[src/rtl/bus_pkg.sv]
// bus_pkg: 8085 machine-cycle and T-state types, status encodings and cycle helpers.
package bus_pkg;

    typedef enum logic [2:0] {OF = 3'd0, MR, MW, IOR, IOW, INA} mcycle_t;
    typedef enum logic [3:0] {IDLE = 4'd0, T1, T2, T3, T4, T5, T6, TW, THOLD} tstate_t;

    // {IOMn,S1,S0} per cycle type; reserved codes map to the idle status
    localparam logic [2:0] STATUS [8] = '{3'b011, 3'b010, 3'b001, 3'b110,
                                          3'b101, 3'b111, 3'b100, 3'b100};

    function automatic logic is_read(input mcycle_t t);
        return t == OF || t == MR || t == IOR;
    endfunction

    function automatic logic is_write(input mcycle_t t);
        return t == MW || t == IOW;
    endfunction

    function automatic logic has_t4(input mcycle_t t);
        return t == OF || t == INA;
    endfunction

endpackage

[src/rtl/bus_cycle_ctrl.sv]
// bus_cycle_ctrl: 8085 T-state sequencer driving bus strobes, status, AD/address enables,
// READY wait states and HOLD/HLDA handover.
module bus_cycle_ctrl
    import bus_pkg::*;
#(
    parameter int MAX_WAIT   = 0,
    parameter int WAIT_CNT_W = 4
) (
    input  logic        phi1,
    input  logic        resetn,
    input  logic        cyc_req,
    input  logic [2:0]  cyc_type,
    input  logic        cyc_long,
    input  logic [15:0] cyc_addr,
    input  logic [7:0]  cyc_wdata,
    output logic        cyc_ack,
    output logic        cyc_done,
    output logic [7:0]  rdata,
    output logic        wait_timeout,
    input  logic [7:0]  ad_in,
    output logic [7:0]  ad_out,
    output logic        ad_oe,
    output logic [7:0]  haddress,
    output logic        addr_oe,
    output logic        ALE,
    output logic        RDn,
    output logic        WRn,
    output logic        INTAn,
    output logic        IOMn,
    output logic        S1,
    output logic        S0,
    input  logic        ready,
    input  logic        hold,
    output logic        hlda,
    output logic [3:0]  tstate
);

    tstate_t               st, nxt;
    mcycle_t               typ;
    logic                  lng;
    logic [7:0]            wdata;
    logic [WAIT_CNT_W-1:0] wcnt;
    logic                  hold_q, acc_ok, fin, bnd, tmo, acc, dp;

    assign tstate = st;

    always_comb begin
        acc_ok = cyc_req && (cyc_type < 3'd6) && !hold_q;
        fin    = (st == T3 && !has_t4(typ)) || (st == T4 && !lng) || st == T6;
        bnd    = fin || st == IDLE || st == THOLD;
        tmo    = (MAX_WAIT != 0) && (wcnt == WAIT_CNT_W'(MAX_WAIT));
        nxt    = IDLE;
        if (bnd)
            nxt = hold_q ? THOLD : acc_ok ? T1 : IDLE;
        else
            case (st)
                T1:      nxt = T2;
                T2, TW:  nxt = (ready || tmo) ? T3 : TW;
                T3:      nxt = T4;
                T4:      nxt = T5;
                T5:      nxt = T6;
                default: nxt = IDLE;
            endcase
        acc = bnd && nxt == T1;
        dp  = nxt == T2 || nxt == TW || nxt == T3;
    end

    always_ff @(posedge phi1) begin
        if (!resetn) begin
            st           <= IDLE;
            typ          <= OF;
            lng          <= 1'b0;
            wdata        <= '0;
            wcnt         <= '0;
            hold_q       <= 1'b0;
            cyc_ack      <= 1'b0;
            cyc_done     <= 1'b0;
            rdata        <= '0;
            wait_timeout <= 1'b0;
            ad_out       <= '0;
            ad_oe        <= 1'b0;
            haddress     <= '0;
            addr_oe      <= 1'b0;
            ALE          <= 1'b0;
            RDn          <= 1'b1;
            WRn          <= 1'b1;
            INTAn        <= 1'b1;
            {IOMn, S1, S0} <= 3'b100;
            hlda         <= 1'b0;
        end else begin
            st       <= nxt;
            hold_q   <= hold;
            cyc_ack  <= acc;
            cyc_done <= fin;
            hlda     <= nxt == THOLD;
            ALE      <= nxt == T1;
            addr_oe  <= nxt != THOLD;
            RDn      <= !(dp && is_read(typ));
            WRn      <= !(dp && is_write(typ));
            INTAn    <= !(dp && typ == INA);
            ad_oe    <= nxt == T1 || (dp && is_write(typ));
            ad_out   <= (nxt == T1) ? cyc_addr[7:0] : (dp && is_write(typ)) ? wdata : ad_out;
            if (acc) begin
                typ            <= mcycle_t'(cyc_type);
                lng            <= cyc_long;
                wdata          <= cyc_wdata;
                haddress       <= cyc_addr[15:8];
                {IOMn, S1, S0} <= STATUS[cyc_type];
            end
            wcnt <= acc ? '0 : (nxt == TW) ? wcnt + 1'b1 : wcnt;
            if ((st == T2 || st == TW) && !ready && tmo)
                wait_timeout <= 1'b1;
            if (st == T3 && (is_read(typ) || typ == INA))
                rdata <= ad_in;
        end
    end

endmodule

[config.mk]
export PLATFORM = sky130hd
export DESIGN_NAME = bus_cycle_ctrl
export DESIGN_NICKNAME = d
export VERILOG_FILES = /design/src/rtl/bus_pkg.sv /design/src/rtl/bus_cycle_ctrl.sv
export SDC_FILE = /design/constraint.sdc
export NUM_CORES = 1
export LEC_CHECK = 0
export CORE_MARGIN = 10
export CORE_UTILIZATION = 40
export DETAILED_ROUTE_END_ITERATION = 8
export HOLD_SLACK_MARGIN = 0.02
export PLACE_DENSITY_LB_ADDON = 0.08
export SYNTH_ARGS = -nofsm -noshare
export SYNTH_HDL_FRONTEND = slang
export SYNTH_SLANG_ARGS = --single-unit
export TNS_END_PERCENT = 1
[constraint.sdc]
create_clock -name phi1 -period 1.7 [get_ports phi1]
set_clock_uncertainty 0.15 [all_clocks]
set_input_delay 0.34 -clock phi1 [delete_from_list [all_inputs] [get_ports phi1]]
set_output_delay 0.34 -clock phi1 [all_outputs]
set_load 0.005 [all_outputs]
## After elaboration in Yosys (flattened, before gate mapping)

Memory sizes are Yosys's and may differ from the RTL's. A register that Yosys moved wholly into a read port is not among the register bits.
Cells that the tools add are included.

- Word-level logic and storage cells: 78
- Input bits: 41
- Memories: 1
- ROM bits: 24
- Output and inout port bits: 41
- Flip-flop bits (word level): 50

Memories:

| name | depth | bits a word | rd ports | clocked after memory_dff | write ports | RTL line | text |
|---|---|---|---|---|---|---|---|
| (no name shown) | 8 | 3 | 1 | 1 | 0 | bus_cycle_ctrl.sv:108 | `{IOMn, S1, S0} <= STATUS[cyc_type];` |

- Reductions and logical operators: 32
- Multiplexer cells: 7
- Bitwise logic cells: 1
- Order comparisons: 1
- Eq/ne operators: 19

Operator list:

| kind | number |
|---|---|
| $eq A4 B3 Y1 const B | 5 |
| $eq A4 B2 Y1 const B | 4 |
| $mux W8 | 2 |
| $pmux W3 S5 | 1 |
| $logic_or A1 B1 Y1 | 12 |
| $logic_and A1 B1 Y1 | 9 |
| $eq A4 B1 Y1 const B | 2 |
| $eq A4 B4 Y1 const B | 2 |
| $mux W4 | 2 |
| $logic_not A1 Y1 | 7 |
| $eq A3 B2 Y1 const B | 2 |
| $eq A3 B3 Y1 const B | 2 |
| $logic_not A4 Y1 | 1 |
| $ne A4 B4 Y1 const B | 1 |
| $not A3 Y4 | 1 |
| $eq A3 B1 Y1 const B | 1 |
| $logic_not A3 Y1 | 1 |
| $lt A3 B3 Y1 const B | 1 |
| $mux W3 | 1 |
| $reduce_bool A2 Y1 | 1 |
| $reduce_or A2 Y1 | 1 |
| $mux W1 | 1 |

## Logic depth before layout (Yosys ltp)

- Word-level depth: 15
- Depth in mapped cells: 6
- Mapped depth without buffers: 4

## Worst setup path after synthesis

No wires, ideal clock.

- Path kind: flip-flop to flip-flop
- Start: register st[0] (netlist: tstate[0])
- End: register haddress[7]
- Required time: 1.478 ns
- Period minus slack after synthesis: 1.631 ns
- Data arrival time: 1.409 ns
- Slack: 0.069 ns
- Stages on the path, launching flop included: 7
- Buffers on the path: 2
- Cell sequence: dfxtp_1 -> buf_4 -> and4bb_2 -> o21ai_2 -> a21oi_4 -> buf_6 -> mux2i_1

- Longest elaborated chain between the ends: 9
- Elaborated cells between the ends (all ways): 20
- Classes of those cells: eq/ne (9); mux (2); reduce/logical (9)

RTL lines:

| item | RTL line | text |
|---|---|---|
| from (decl) | bus_cycle_ctrl.sv:38 | `tstate_t st, nxt;` |
| from (signal assigned) | bus_cycle_ctrl.sv:91 | `st <= nxt;` |
| parallel branches: the longest is 8 deep, another holds $pmux W3 S5 | -- |  |
| $logic_and A1 B1 Y1 (*) | bus_cycle_ctrl.sv:64 | `acc = bnd && nxt == T1;` |
| to (signal assigned) | bus_cycle_ctrl.sv:107 | `haddress <= cyc_addr[15:8];` |
| to (decl) | bus_cycle_ctrl.sv:23 | `output logic [7:0] haddress,` |

Mark *: on every way between the ends.
A chain may end at the register's enable or synchronous reset.

## Worst setup path after layout

- Start: register st[1] (netlist: tstate[1])
- End: register ad_out[6]

- Longest elaborated chain between the ends: 12
- Elaborated cells between the ends (all ways): 27
- Classes of those cells: eq/ne (12); mux (3); reduce/logical (12)

RTL lines:

| item | RTL line | text |
|---|---|---|
| parallel branches: the longest is 6 deep, another holds $pmux W3 S5 | -- |  |
| $mux W4 (*) | bus_cycle_ctrl.sv:53 | `if (bnd)` |
| $eq A4 B2 Y1 / $eq A4 B3 Y1 (equally long branches) | -- |  |
| $logic_or A1 B1 Y1 (2 in a row) | bus_cycle_ctrl.sv:65 | `dp = nxt == T2 \|\| nxt == TW \|\| nxt == T3;` |
| $logic_and A1 B1 Y1 | bus_cycle_ctrl.sv:102 | `ad_out <= (nxt == T1) ? cyc_addr[7:0] : (dp && is_write(typ)) ? wdata : ad_out;` |
| $reduce_bool A2 Y1 (no source line) | -- |  |
| to (signal assigned) | bus_cycle_ctrl.sv:102 |  |
| to (decl) | bus_cycle_ctrl.sv:21 | `output logic [7:0] ad_out,` |

Marked as above.

==> out/qor.csv <==
stage,metric,value,unit
run_status,run_status,finished with violations,
run_status,violations,setup timing,
yosys,post-synth-top-count-cell,dfxtp_1,
layout,final_cell_count_no_fill,417,
power_and_ir_drop,share_seq_of_total_power,0.408,
floorplanning,rows,27,
global_routing,initial_antenna_violation_count,0,
worst_setup_path,worst-path-max-fanout,9,
yosys,synth.net_count,288,
floorplanning,die_y,95.64,um
global_routing,first_global_vias,2108,
place,placed_cell_area,3316,sq um
layout,postLayoutCoreUtil,0.6387,
yosys,avgSynthCellArea,9.265,sq um
cts,htree_levels,2,
yosys,synthDominantAreaCellType,dfxtp_1,
cts,worst_path_clk_slew,100,ps
power_and_ir_drop,leakage,1.648,nW
timing,final_min_period_over_clock_period,1.016,
yosys,synth.cell_area,2288,sq um
layout,layout-area-overhead-vs-synth,54.62,%
global_routing,gr-total-overflow,0,
cts,worstSkewPairLatency,320,ps
worst_setup_path,crit_path_start,tstate[1]$_SDFF_PN0_,
layout,n_antenna_cell,0,
global_routing,grt.met2_usage,0.2280,
place,post-place-cells,407,
yosys,ys.flop_type,dfxtp_1,
floorplanning,die_footprint,9147,sq um
timing,max_transition_viols_final,0,
drt,detail_route.wl_per_cell,15.59,um
global_routing,grt_first_pass_wirelength,10630,um
global_routing,grt_start_max_net_pins,44,
place,dpl_worst_slack,-298.0,ps
power_and_ir_drop,power_density_over_cell_area,1024,nW/um^2
yosys,synthTopCellsByArea,"dfxtp_1 46%, mux2i_1 13%, nand2_1 7.9%",
hold_path,critical_hold_path_startpoint,resetn,
run,maxCapViolations,0,
place,dp_hpwl,4784,um
yosys,synth_cell_types,42,
timing,timing.final.ws_setup,-27.27,ps
timing,final-hold-violation-count,0,
yosys,yosys-top-cells-count,"53 x dfxtp_1, 48 x nand2_1, 29 x mux2i_1",
timing,fmaxAchievable,0.5789,GHz
yosys,yosys_warnings,0,
yosys,synth-seq-cells,53,
layout,share_of_post_route_cells_with_drive_strength_above_1,0.1913,
drt,final_antenna_net_count,0,
worst_setup_path,critical_path_class,flop to flop,
place,port-buffer-count,80,
worst_setup_path,cp_data_required_time,1760,ps
drt,detail_route.iter0.violations,138,
drt,drc,0,
global_routing,grt_util_met3,0.05027,
power_and_ir_drop,internal_power,0.002523,W
global_routing,gr_util_met1,0.1831,
power_and_ir_drop,power.switching_fraction,0.3039,
hold_path,min_path_type,input pin to flop,
cts,number_of_buffers_created_by_cts,5,
global_routing,global_route.peak_usage_layer,met2,
cts,ctsRootBufferMaster,clkbuf_8,
cts,tritoncts,yes,
floorplanning,fp.dieW,95.64,um
yosys,async_flop_share,0,
timing,unrepaired_setup_endpoints_after_global_routing,yes,
yosys,synth_edf_count,0,
yosys,yosysSeqAreaShare,0.4636,
drt,first_pass_iters,4,
layout,area_of_all_placed_cells_without_fillers,3538,sq um
timing,setup_violation_total_in_the_final_timing_report,5,
power_and_ir_drop,switchingPower,0.001101,W
floorplanning,top_level_ports,82,
worst_setup_path,worstReg2RegStart,tstate[1]$_SDFF_PN0_,
power_and_ir_drop,share_clk_of_total_power,0.245,
cts,clkSinkCount,53,
floorplanning,placeableCoreArea,5540,sq um
global_routing,grt_util_all_layers,0.1464,
yosys,synthDominantCellAreaShare,0.4636,
layout,finish.net_count,385,
drt,drt_wl_total,6501,um
worst_setup_path,worstSetupStartpointType,flop,
power_and_ir_drop,power,0.003624,W
cts,clockBufferDepth,2,
drt,dr_vias,2057,
place,weighted_congestion_reported_at_the_end_of_routability_driven_placement,0.7255,
timing,layout_min_cycle_time,1727,ps
power_and_ir_drop,ir_worst_vdd,0.0005955,V
yosys,syn_inst,247,
drt,vias_per_instance,4.933,
worst_setup_path,cp.arrival,1790,ps
worst_setup_path,crit_end_category,flop,
power_and_ir_drop,combPwrFrac,0.347,
floorplanning,effective_utilization_at_floorplan,0.4131,
==> what timing repair did <==
| action | in CTS | in global routing |
|---|---|---|
| pin swaps | 1 | 7 |
| setup buffers | 1 | 1 |
| resized for setup | 16 | 26 |
| hold buffers | 0 | 0 |
| setup endpoints to repair | 44 | 62 |
==> path summary, 6_finish.rpt <==
path / end / slack (ps) / depth (start not counted)
worst max-delay path: ad_out[6]$_SDFFE_PN0P_ / -30 / 6
worst min-delay path: wdata[4]$_SDFFE_PN0P_ / 210 / 3
worst min register to register: haddress[6]$_SDFFE_PN0P_ / 310 / 2
worst max register to register: ad_out[6]$_SDFFE_PN0P_ / -30 / 6
==> power groups by stage <==
stage               clock network (W)  registers (W)  logic [W]
global route                 0.000966        0.00150    0.00137
floorplan                           0        0.00149   0.000608
CTS                          0.000919        0.00148    0.00126
detailed placement                  0        0.00150    0.00122
finish                       0.000887        0.00148    0.00126
global placement                    0        0.00150    0.00121
==> metrics by stage <==
step / TNS [ps] / hold WS, ps
after global routing: -2070 / 218.9
final: -44.06 / 208.8
after detailed placement: -7990 / 300.6
after floorplan: 0 / 278.2
after global placement: -6731 / 291.0
after CTS: -120.2 / 198.5
==> worst max-delay path, stage by stage, from the launching register on <==
cell      delay, ps
dfxtp_4         380
buf_4           140
nor2b_2         160
mux2i_2         250
buf_12          170
o21ai_1          60
a311oi_1        300
==> state kept, by name (all words and copies together), names as in the netlist <==
name,count
S1,1
INTAn,1
WRn,1
cyc_done,1
hlda,1
ALE,1
rdata,8
haddress,8
lng,1
tstate,4
RDn,1
cyc_ack,1
S0,1
hold_q,1
IOMn,1
typ,3
ad_out,8
wdata,8
ad_oe,1
addr_oe,1
==> layout make-up <==
cell class | count | area (sq um)
Clock buffer | 5 | 68.82
Clock inverter | 3 | 46.29
Fill cell | 483 | 2002
Inverter | 3 | 11.26
Multi-Input combinational cell | 171 | 1135
Sequential cell | 53 | 1077
Tap cell | 72 | 90.09
Timing Repair Buffer | 110 | 1110
==> cells in the final DEF (no fill, tap or decap), types with 3 or more instances in the layout <==
master	synthesis	layout
clkdlybuf4s50_1	0	59
nand2_1	48	47
dfxtp_1	53	42
mux2i_1	29	29
buf_4	4	25
nor2_1	18	17
dlymetal6s2s_1	0	16
nand3_1	11	11
dfxtp_2	0	10
a211oi_1	10	10
o21ai_1	8	8
a311oi_1	8	8
a21oi_1	5	5
clkbuf_8	0	5
dlygate4sd2_1	0	4
buf_12	0	4
inv_1	3	3
xnor2_1	3	3
==> routing by layer <==
| metal | vias to the layer above | part of all wire |
|---|---|---|
| li1 | 1051 | - |
| met1 | 948 | 0.44 |
| met2 | 52 | 0.47 |
| met3 | 6 | 0.075 |
| met4 | 0 | 0.014 |
| met5 | - | 0 |
==> kinds of logic (layout without fill, tap and decap cells) <==
group                  count (synthesis)  in the layout  share of synthesized area
buffers and inverters                 23            121                    0.05686
other                                  1              1                   0.001639
AND/OR/NAND/NOR                       93             93                     0.1853
AO/OA/AOI/OAI                         42             42                     0.1394
multiplexers                          31             31                     0.1378
flip-flops                            53             53                     0.4636
XOR/XNOR                               4              4                    0.01531
(Power assumes the default switching activity.)
